## src/rtl/priority_cmd_seq.sv

```systemverilog
// Command sequencer feeding the priority FSM: queues {len, sel} commands and
// replays each as a do-burst followed by a held sel code. Optional statistics via PRIO_SEQ_STATS_EN.
module priority_cmd_seq #(
    parameter int DEPTH   = 4,
    parameter int LEN_W   = 4,
    parameter int SETTLE  = 2,
    parameter int TIMEOUT = 8
) (
    input  logic             clk,
    input  logic             rst_n,
    input  logic             cmd_valid,
    output logic             cmd_ready,
    input  logic [LEN_W-1:0] cmd_len,
    input  logic [1:0]       cmd_sel,
    output logic             fsm_do,
    output logic [1:0]       fsm_sel,
    input  logic             fsm_f,
    output logic             busy,
    output logic             err_timeout,
    input  logic             err_clr
`ifdef PRIO_SEQ_STATS_EN
    ,
    output logic [15:0]      cmd_cnt,
    output logic [15:0]      f_cnt
`endif
);

    localparam int PTR_W   = (DEPTH > 1) ? $clog2(DEPTH) : 1;
    localparam int CNT_W   = PTR_W + 1;
    localparam int ENTRY_W = LEN_W + 2;
    localparam int WMAX    = (TIMEOUT > SETTLE) ? TIMEOUT : SETTLE;
    localparam int WCNT_W  = (WMAX > 1) ? $clog2(WMAX) : 1;

    typedef enum logic [1:0] {
        IDLE  = 2'd0,
        DRIVE = 2'd1,
        WAIT  = 2'd2
    } state_t;

    // ------------------------------------------------------------------
    // Command FIFO
    // ------------------------------------------------------------------
    logic [ENTRY_W-1:0] mem [DEPTH];
    logic [PTR_W-1:0]   wr_ptr_reg, rd_ptr_reg;
    logic [CNT_W-1:0]   count_reg, count_next;
    logic               full, empty, push, pop;
    logic [LEN_W-1:0]   head_len;
    logic [1:0]         head_sel;

    assign full      = (count_reg == CNT_W'(DEPTH));
    assign empty     = (count_reg == '0);
    // Push is gated by the registered full flag only, so a same-cycle pop never opens a slot.
    assign push      = cmd_valid && !full;
    assign cmd_ready = !full;
    assign head_len  = mem[rd_ptr_reg][ENTRY_W-1:2];
    assign head_sel  = mem[rd_ptr_reg][1:0];

    always_ff @(posedge clk) begin
        if (push) begin
            mem[wr_ptr_reg] <= {cmd_len, cmd_sel};
        end
    end

    always_comb begin
        count_next = count_reg;
        case ({push, pop})
            2'b10:   count_next = count_reg + CNT_W'(1);
            2'b01:   count_next = count_reg - CNT_W'(1);
            default: count_next = count_reg;
        endcase
    end

    always_ff @(posedge clk or negedge rst_n) begin
        if (!rst_n) begin
            wr_ptr_reg <= '0;
            rd_ptr_reg <= '0;
            count_reg  <= '0;
        end else begin
            if (push) wr_ptr_reg <= wr_ptr_reg + PTR_W'(1);
            if (pop)  rd_ptr_reg <= rd_ptr_reg + PTR_W'(1);
            count_reg <= count_next;
        end
    end

    // ------------------------------------------------------------------
    // Replay FSM
    // ------------------------------------------------------------------
    state_t            state_reg, state_next;
    logic [LEN_W-1:0]  len_reg, len_next;
    logic [WCNT_W-1:0] wcnt_reg, wcnt_next;
    logic              do_reg, do_next;
    logic [1:0]        sel_reg, sel_next;
    logic              err_reg, err_next;

    always_ff @(posedge clk or negedge rst_n) begin
        if (!rst_n) begin
            state_reg <= IDLE;
            len_reg   <= '0;
            wcnt_reg  <= '0;
            do_reg    <= 1'b0;
            sel_reg   <= 2'd0;
            err_reg   <= 1'b0;
        end else begin
            state_reg <= state_next;
            len_reg   <= len_next;
            wcnt_reg  <= wcnt_next;
            do_reg    <= do_next;
            sel_reg   <= sel_next;
            err_reg   <= err_next;
        end
    end

    always_comb begin
        state_next = state_reg;
        len_next   = len_reg;
        wcnt_next  = wcnt_reg;
        do_next    = do_reg;
        sel_next   = sel_reg;
        err_next   = err_reg;
        pop        = 1'b0;
        case (state_reg)
            IDLE: begin
                if (!empty) begin
                    pop        = 1'b1;
                    len_next   = (head_len == '0) ? LEN_W'(1) : head_len;
                    do_next    = 1'b1;
                    sel_next   = head_sel;
                    state_next = DRIVE;
                end
            end
            DRIVE: begin
                // len_reg counts the do cycles still to be presented, including this one.
                if (len_reg <= LEN_W'(1)) begin
                    do_next    = 1'b0;
                    wcnt_next  = '0;
                    state_next = WAIT;
                end else begin
                    len_next = len_reg - LEN_W'(1);
                end
            end
            WAIT: begin
                wcnt_next = wcnt_reg + WCNT_W'(1);
                if (sel_reg == 2'd3) begin
                    if (fsm_f) begin
                        state_next = IDLE;
                    end else if (wcnt_reg == WCNT_W'(TIMEOUT - 1)) begin
                        err_next   = 1'b1;
                        state_next = IDLE;
                    end
                end else if (wcnt_reg == WCNT_W'(SETTLE - 1)) begin
                    state_next = IDLE;
                end
            end
            default: begin
                do_next    = 1'b0;
                state_next = IDLE;
            end
        endcase
        if (err_clr) begin
            err_next = 1'b0;
        end
    end

    assign fsm_do      = do_reg;
    assign fsm_sel     = sel_reg;
    assign err_timeout = err_reg;
    assign busy        = (state_reg != IDLE) || !empty;

`ifdef PRIO_SEQ_STATS_EN
    // ------------------------------------------------------------------
    // Saturating statistics, cleared together with the timeout flag
    // ------------------------------------------------------------------
    logic        f_accept;
    logic [15:0] cmd_cnt_reg, f_cnt_reg;

    assign f_accept = (state_reg == WAIT) && (sel_reg == 2'd3) && fsm_f;

    always_ff @(posedge clk or negedge rst_n) begin
        if (!rst_n) begin
            cmd_cnt_reg <= '0;
            f_cnt_reg   <= '0;
        end else if (err_clr) begin
            cmd_cnt_reg <= '0;
            f_cnt_reg   <= '0;
        end else begin
            if (pop && cmd_cnt_reg != 16'hFFFF)    cmd_cnt_reg <= cmd_cnt_reg + 16'd1;
            if (f_accept && f_cnt_reg != 16'hFFFF) f_cnt_reg   <= f_cnt_reg + 16'd1;
        end
    end

    assign cmd_cnt = cmd_cnt_reg;
    assign f_cnt   = f_cnt_reg;
`endif

endmodule

```

## config.mk

```make
export PLATFORM = sky130hd
export DESIGN_NAME = priority_cmd_seq
export DESIGN_NICKNAME = d
export VERILOG_FILES = /design/src/rtl/priority_cmd_seq.sv
export SDC_FILE = /design/constraint.sdc
export NUM_CORES = 1
export LEC_CHECK = 0
export BUFFER_PORTS_ARGS = -buffer_cell sky130_fd_sc_hd__buf_2
export CAP_MARGIN = 20
export CORE_AREA = 2 2 74 76
export CTS_BUF_LIST = sky130_fd_sc_hd__clkbuf_16
export DETAILED_ROUTE_END_ITERATION = 10
export DIE_AREA = 0 0 76 78
export PLACE_DENSITY = 0.66
export SYNTH_ARGS = -nofsm -noshare
export SYNTH_HDL_FRONTEND = slang
export SYNTH_SLANG_ARGS = --single-unit
```

## constraint.sdc

```tcl
create_clock -name clk -period 2.7 [get_ports clk]
set_clock_uncertainty 0.1 [all_clocks]
set_input_delay 0.27 -clock clk [delete_from_list [all_inputs] [get_ports clk]]
set_output_delay 0.27 -clock clk [all_outputs]
set_load 0.02 [all_outputs]
```

Yosys cells after proc, flatten, opt, wreduce, memory -nomap -nowiden
Memory sizes are Yosys's and may differ from the RTL's. Cells that the tools add are included.

Register bits after elaboration: 20. Latch bits: 0. Bits in writable memories: 24. Memory bits (read-only): 0. Output and inout bits: 6. Logic and storage cells: 79. Memories kept: 1.

Memory list: mem (depth 4, bits a word 6, read ports 1, clocked after memory_dff 0, write ports 1, line 43) `logic [ENTRY_W-1:0] mem [DEPTH];`.

Add/subtract/negate cells: 6. Multiply operators: 0. Divide/modulo/power cells: 0. Order comparisons: 1. Equality and inequality tests: 14. Shifts and indexed selects: 0. Muxes and demuxes: 26. Bitwise gates (word level): 2. Reduce and logical (&&, ||, !) cells: 20.

Operator list (count): 2-bit nonzero test (7); 2-bit two-way mux (6); 4-bit two-way mux (3); 3-bit one-hot mux with 2 select lines (2); 1-bit two-way mux (11); 4-bit one-hot mux with 2 select lines (1); 4-bit AND reduction (2); 3-bit by 1-bit adder with 3-bit output (second input constant) (2); 2-bit == test (second input constant) (3); 3-bit == test (second input constant) (2); 2-bit != test (second input constant) (3); 2-bit one-hot mux with 3 select lines (1); 3-bit AND reduction (2); 2-bit by 1-bit adder with 2-bit output (second input constant) (2); 2-bit by 1-bit == test with 1-bit output (second input constant) (2); 4-bit by 1-bit <= comparator with 1-bit output (second input constant) (1); 4-bit zero test (1); 4-bit != test (second input constant) (1); 2-bit AND reduction (2); 4-bit by 1-bit subtractor with 4-bit output (second input constant) (1); 3-bit by 1-bit == test with 1-bit output (second input constant) (1); 3-bit zero test (1); 3-bit two-way mux (1); 3-bit != test (second input constant) (1); 8 further kinds (10).

Longest topological paths before layout
Depth after elaboration: 6. Depth in mapped cells: 10. Depth with buffers taken out: 10.

Worst setup path after synthesis
OpenSTA, ideal clock, no wires.

Path type: flip-flop to flip-flop. Start point: reg count_reg[0]. End point: reg count_reg[2]. Setup time: 0.079 ns. Arrival time: 2.047 ns. Data required time: 2.521 ns. Setup slack: 0.473 ns. Cell stages (with the launch flop): 11. Buffers on the path: 0. Cells stage by stage: dfrtp_1 inv_1 nand3_1 and2_1 inv_1 ha_1 inv_1 fa_1 xor2_1 nor2_1 xor2_1.

Longest elaborated chain between the ends: 5. Elaborated cells between the ends (all ways): 12.

Ends and longest elaborated chain: start, declared (line 45) `logic [CNT_W-1:0] count_reg, count_next;`; start signal, assigned (line 81) `count_reg <= count_next;`; 3-bit == test * (line 50) `assign full = (count_reg == CNT_W'(DEPTH));`; 1-bit zero test *; via cmd_ready (line 12) `output logic cmd_ready,`; 1-bit logical AND * (line 53) `assign push = cmd_valid && !full;`; 2-bit by 1-bit == test with 1-bit output / 2-bit == test (equally long branches) (line 66) `case ({push, pop})`; 3-bit one-hot mux with 2 select lines / 2-bit nonzero test (equally long branches).

Mark *: on every way through the listed nets, which the timed path passes. The rest lies on a longest branch. A chain may end at the register's enable or synchronous reset.

Worst setup path after layout
Start point: reg count_reg[0]. End point: reg count_reg[2].

Longest elaborated chain between the ends: 5. Elaborated cells between the ends (all ways): 12.

Ends and longest elaborated chain (line): 3-bit zero test / 3-bit == test (equally long branches) (51, 50); 1-bit two-way mux / 1-bit zero test (equally long branches) (123, 53); 1-bit two-way mux / 1-bit logical AND (equally long branches) (121, 53); 2-bit by 1-bit == test with 1-bit output / 2-bit == test (equally long branches) (66); 3-bit one-hot mux with 2 select lines / 2-bit nonzero test (equally long branches).

Parallel ways exist; a longest one is shown, timed or not.

==> results list <==
- In this run the remaining antenna-violating nets after routing total 0.
* Gate count of the mapped netlist: 149
- The first detailed-routing pass took 5 iterations.
- The H-tree was split into 2 levels.
* Worst-case reg-to-reg path depth: 10
- Most used cells in the layout excluding fill and tap cells: edfxtp_1, dfrtp_1, buf_2, inv_1, nor2_1
- Counting the buffers created by CTS gives 5.
* Cell Count Post-Placement: about 230
* Largest net degree at the start of global routing: 21
* Total global-route track usage: between 10 and 15%
- Count of unique library cells instantiated by Yosys: 40
* DRC viols: 0
- The worst hold path was traced through 2 stages.
- Total wire length: ~3.5 mm
- The final hold violation count came to 0.
- End-of-flow core utilization: a little under half
* Max FFs per register: 24
- First-pass GRT wire length: 6.189 mm
- Internal power: ~1.8 mW
- Worst r2r src: count_reg[0]
* Placement Cell Area: around 0.0022 mm2
- Sum of negative setup slack: 0 ns
- Global-route congestion overflow total: 0
* Initial core utilization: between 30% and 40%
- The synthesized design contains between 40 and 50 register bits.
* PnR worst setup slack: 0.4714 ns
- Final std cell area, no fill: roughly 0.0023 mm2
- Total of warnings raised by yosys: 0
* Tmin final: around 2.2 ns
- The number of nets in the synthesized netlist is between 150 and 200.
- The number of antenna violations at the first check in global routing is 0.
- Setup repair after global routing left no endpoint under its margin.
- PD cells: roughly 1200 mW/mm2
* Area of the core: slightly above 0.005 mm2
- For hold timing, the worst endpoint is err_timeout.
- Antenna cell count: 0
- GP Congestion: about 0.83
- At the pin with the least slew margin, the transition time is 0.4566 ns.
- The analysis attributes to cell leakage a power of a little over 0.9 nW.
* Commonest non-fill, non-tap cell in the layout: edfxtp_1
- Post-Place Setup Slack: about 0.46 ns
- Mean post-synth cell area: 13.49 um2
- In this run, the clock network consumes 20.4% of the power.
* Combinational group share of total power: 38.0%
- For this design the top-level I/O count stands at 17.
* Max clock buf depth: 2
* Max-cap violation count: 0
- WHS: around 0.042 ns
- Clock Latency Late Sink: between 0.2 and 0.3 ns
- Register clock-pin slew on the reported worst setup and hold paths: about 0.060 ns
- In the final design database the tool counted 191 nets.
* Upper clock frequency limit: 448.7 MHz
- Cells with a size suffix above 1 make up between 20% and 30% of the layout.
- Peak supply drop: roughly 0.00057 V
* Drt wl/cell: around 15 um
- In this run the critical register-to-register path is captured at count_reg[2].
* Number of flops mapped to enable cells by yosys: 24
- FP Rows: 26
- Die height: 78 um
- CP arrival: about 2.3 ns
- The worst hold path belongs to the class in2reg.
- Counting flops with an async set or reset pin after synthesis yields a share of between 40% and 50%.
* Most used DFF post-synth: edfxtp_1
- Reg2reg setup slack: 0.47 ns
* Post-DP HPWL: between 2 and 3 mm
- The number of max-slew violations in the final report came to 0.
- The worst setup path is captured at a flop.
* Clock Tree Root: clkbuf_16
* Fin crit share: 82.54%
- By startpoint and endpoint, the worst setup path is classified as reg2reg.
- From synthesis to final layout, the design area changed by 14.69%.
* Vias per inst: between 5 and 6
- The flow ran to the end, and the final reports show no timing, DRC or antenna violations.
* Net Switching: 1.025 mW
- Filler Cells Inserted: ~440
- Switching fraction of total power: a little under two fifths
- Share of synthesized area occupied by flip-flops and latches: around 61%
- Count of non-filler cells in the finished layout: 240
- Critical Path Source Type: flop
* Clk sink count: 44
* Setup-violating endpoint count in the final report: 0
- Vias in the first global route: 1306
- Drt first-iter violations: slightly above 100
- Detailed-route via count: 1229
- Share of total power in sequential cells: 41.6%
* Synthesized cell area: about 0.002 mm2
- Min-Delay Startpoint: err_clr
* Worst-path maximum fanout: 6
- Measured along the x axis, the die boundary spans ~76 um.
- Count of input and output buffers: 16
- Total power for the finished layout comes to about 2.8 mW.
* Critical Path RT: roughly 2.8 ns
- Area of the die: between 0.005 and 0.006 mm2
- TritonCTS built the clock tree.
* Tightest slew margin relative to the limit: 69.56%
-- kinds of logic after synthesis --
| kind of cell | synth area share [%] |
|---|---|
| flip-flops | 60.73 |
| AND/OR/NAND/NOR | 9.709 |
| AO/OA/AOI/OAI | 7.095 |
| buffers and inverters | 3.796 |
| multiplexers | 8.836 |
| adder cells (fa/ha/maj) | 7.218 |
| XOR/XNOR | 2.614 |
-- Yosys cell counts, drive strengths merged, types with 4 or more instances --
| cell type | number | share of area [%] |
|---|---|---|
| and3 | 4 | 1.2 |
| a21oi | 4 | 1.0 |
| mux4 | 5 | 5.6 |
| ha | 10 | 6.2 |
| mux2 | 4 | 2.2 |
| buf | 5 | 1.6 |
| nor3 | 6 | 1.5 |
| dfrtp | 20 | 25 |
| edfxtp | 24 | 36 |
| nor2 | 12 | 2.4 |
| nand2 | 9 | 1.7 |
| inv | 12 | 2.2 |
-- power groups by stage --
| stage | sequential (mW) | combinational (mW) | clock (mW) |
|---|---|---|---|
| floorplan | 1.08 | 0.890 | 0 |
| global placement | 1.16 | 1.00 | 0 |
| detailed placement | 1.18 | 1.06 | 0 |
| CTS | 1.16 | 1.08 | 0.585 |
| global route | 1.20 | 1.20 | 0.612 |
| finish | 1.16 | 1.06 | 0.570 |
-- critical path, cell delays in order, from the launching register on --
cell and delay (ns):
dfrtp_1 0.40, inv_1 0.10, nand3_1 0.18, and2_1 0.25
inv_1 0.06, ha_1 0.17, inv_1 0.06, fa_1 0.37
xor2_1 0.17, nor2_1 0.12, xor2_1 0.16
-- worst max path at each step --
stage / start / to / slack (ns) / depth (start not counted)
after CTS: count_reg[0] / count_reg[2] / 0.43 / 10
after global routing: count_reg[0] / count_reg[2] / 0.28 / 10
after floorplan: count_reg[0] / count_reg[2] / 0.47 / 10
final: count_reg[0] / count_reg[2] / 0.47 / 10
after detailed placement: count_reg[0] / count_reg[2] / 0.46 / 10
after global placement: count_reg[0] / count_reg[2] / 0.60 / 10
-- area by class of cell --
class | instances | area, um2 | area share (%)
multi-input combinational | 88 | 713.2 | 30.93
timing repair buffer | 18 | 97.59 | 4.232
clock buffer | 5 | 125.1 | 5.426
tap | 70 | 87.58 | 3.798
inverter | 12 | 45.04 | 1.953
sequential | 44 | 1221 | 52.96
clock inverter | 3 | 16.27 | 0.7054
-- metal layers --
| metal | wire length (um) | share of wire, % | GRT usage [%] | vias to the layer above |
|---|---|---|---|---|
| met5 | 0 | 0 | 0 | - |
| met1 | 1449 | 41 | 16.04 | 623 |
| met2 | 1884 | 53 | 23.48 | 25 |
| met4 | 63 | 1.8 | 5.818 | 0 |
| met3 | 133 | 3.8 | 3.140 | 5 |
| li1 | - | - | - | 576 |
-- timing repair --
action,CTS,global route
buffers inserted,0,0
hold endpoints to repair,20,0
hold buffers,1,0
resized for setup,0,0
Power figures use the tool's default switching activity.
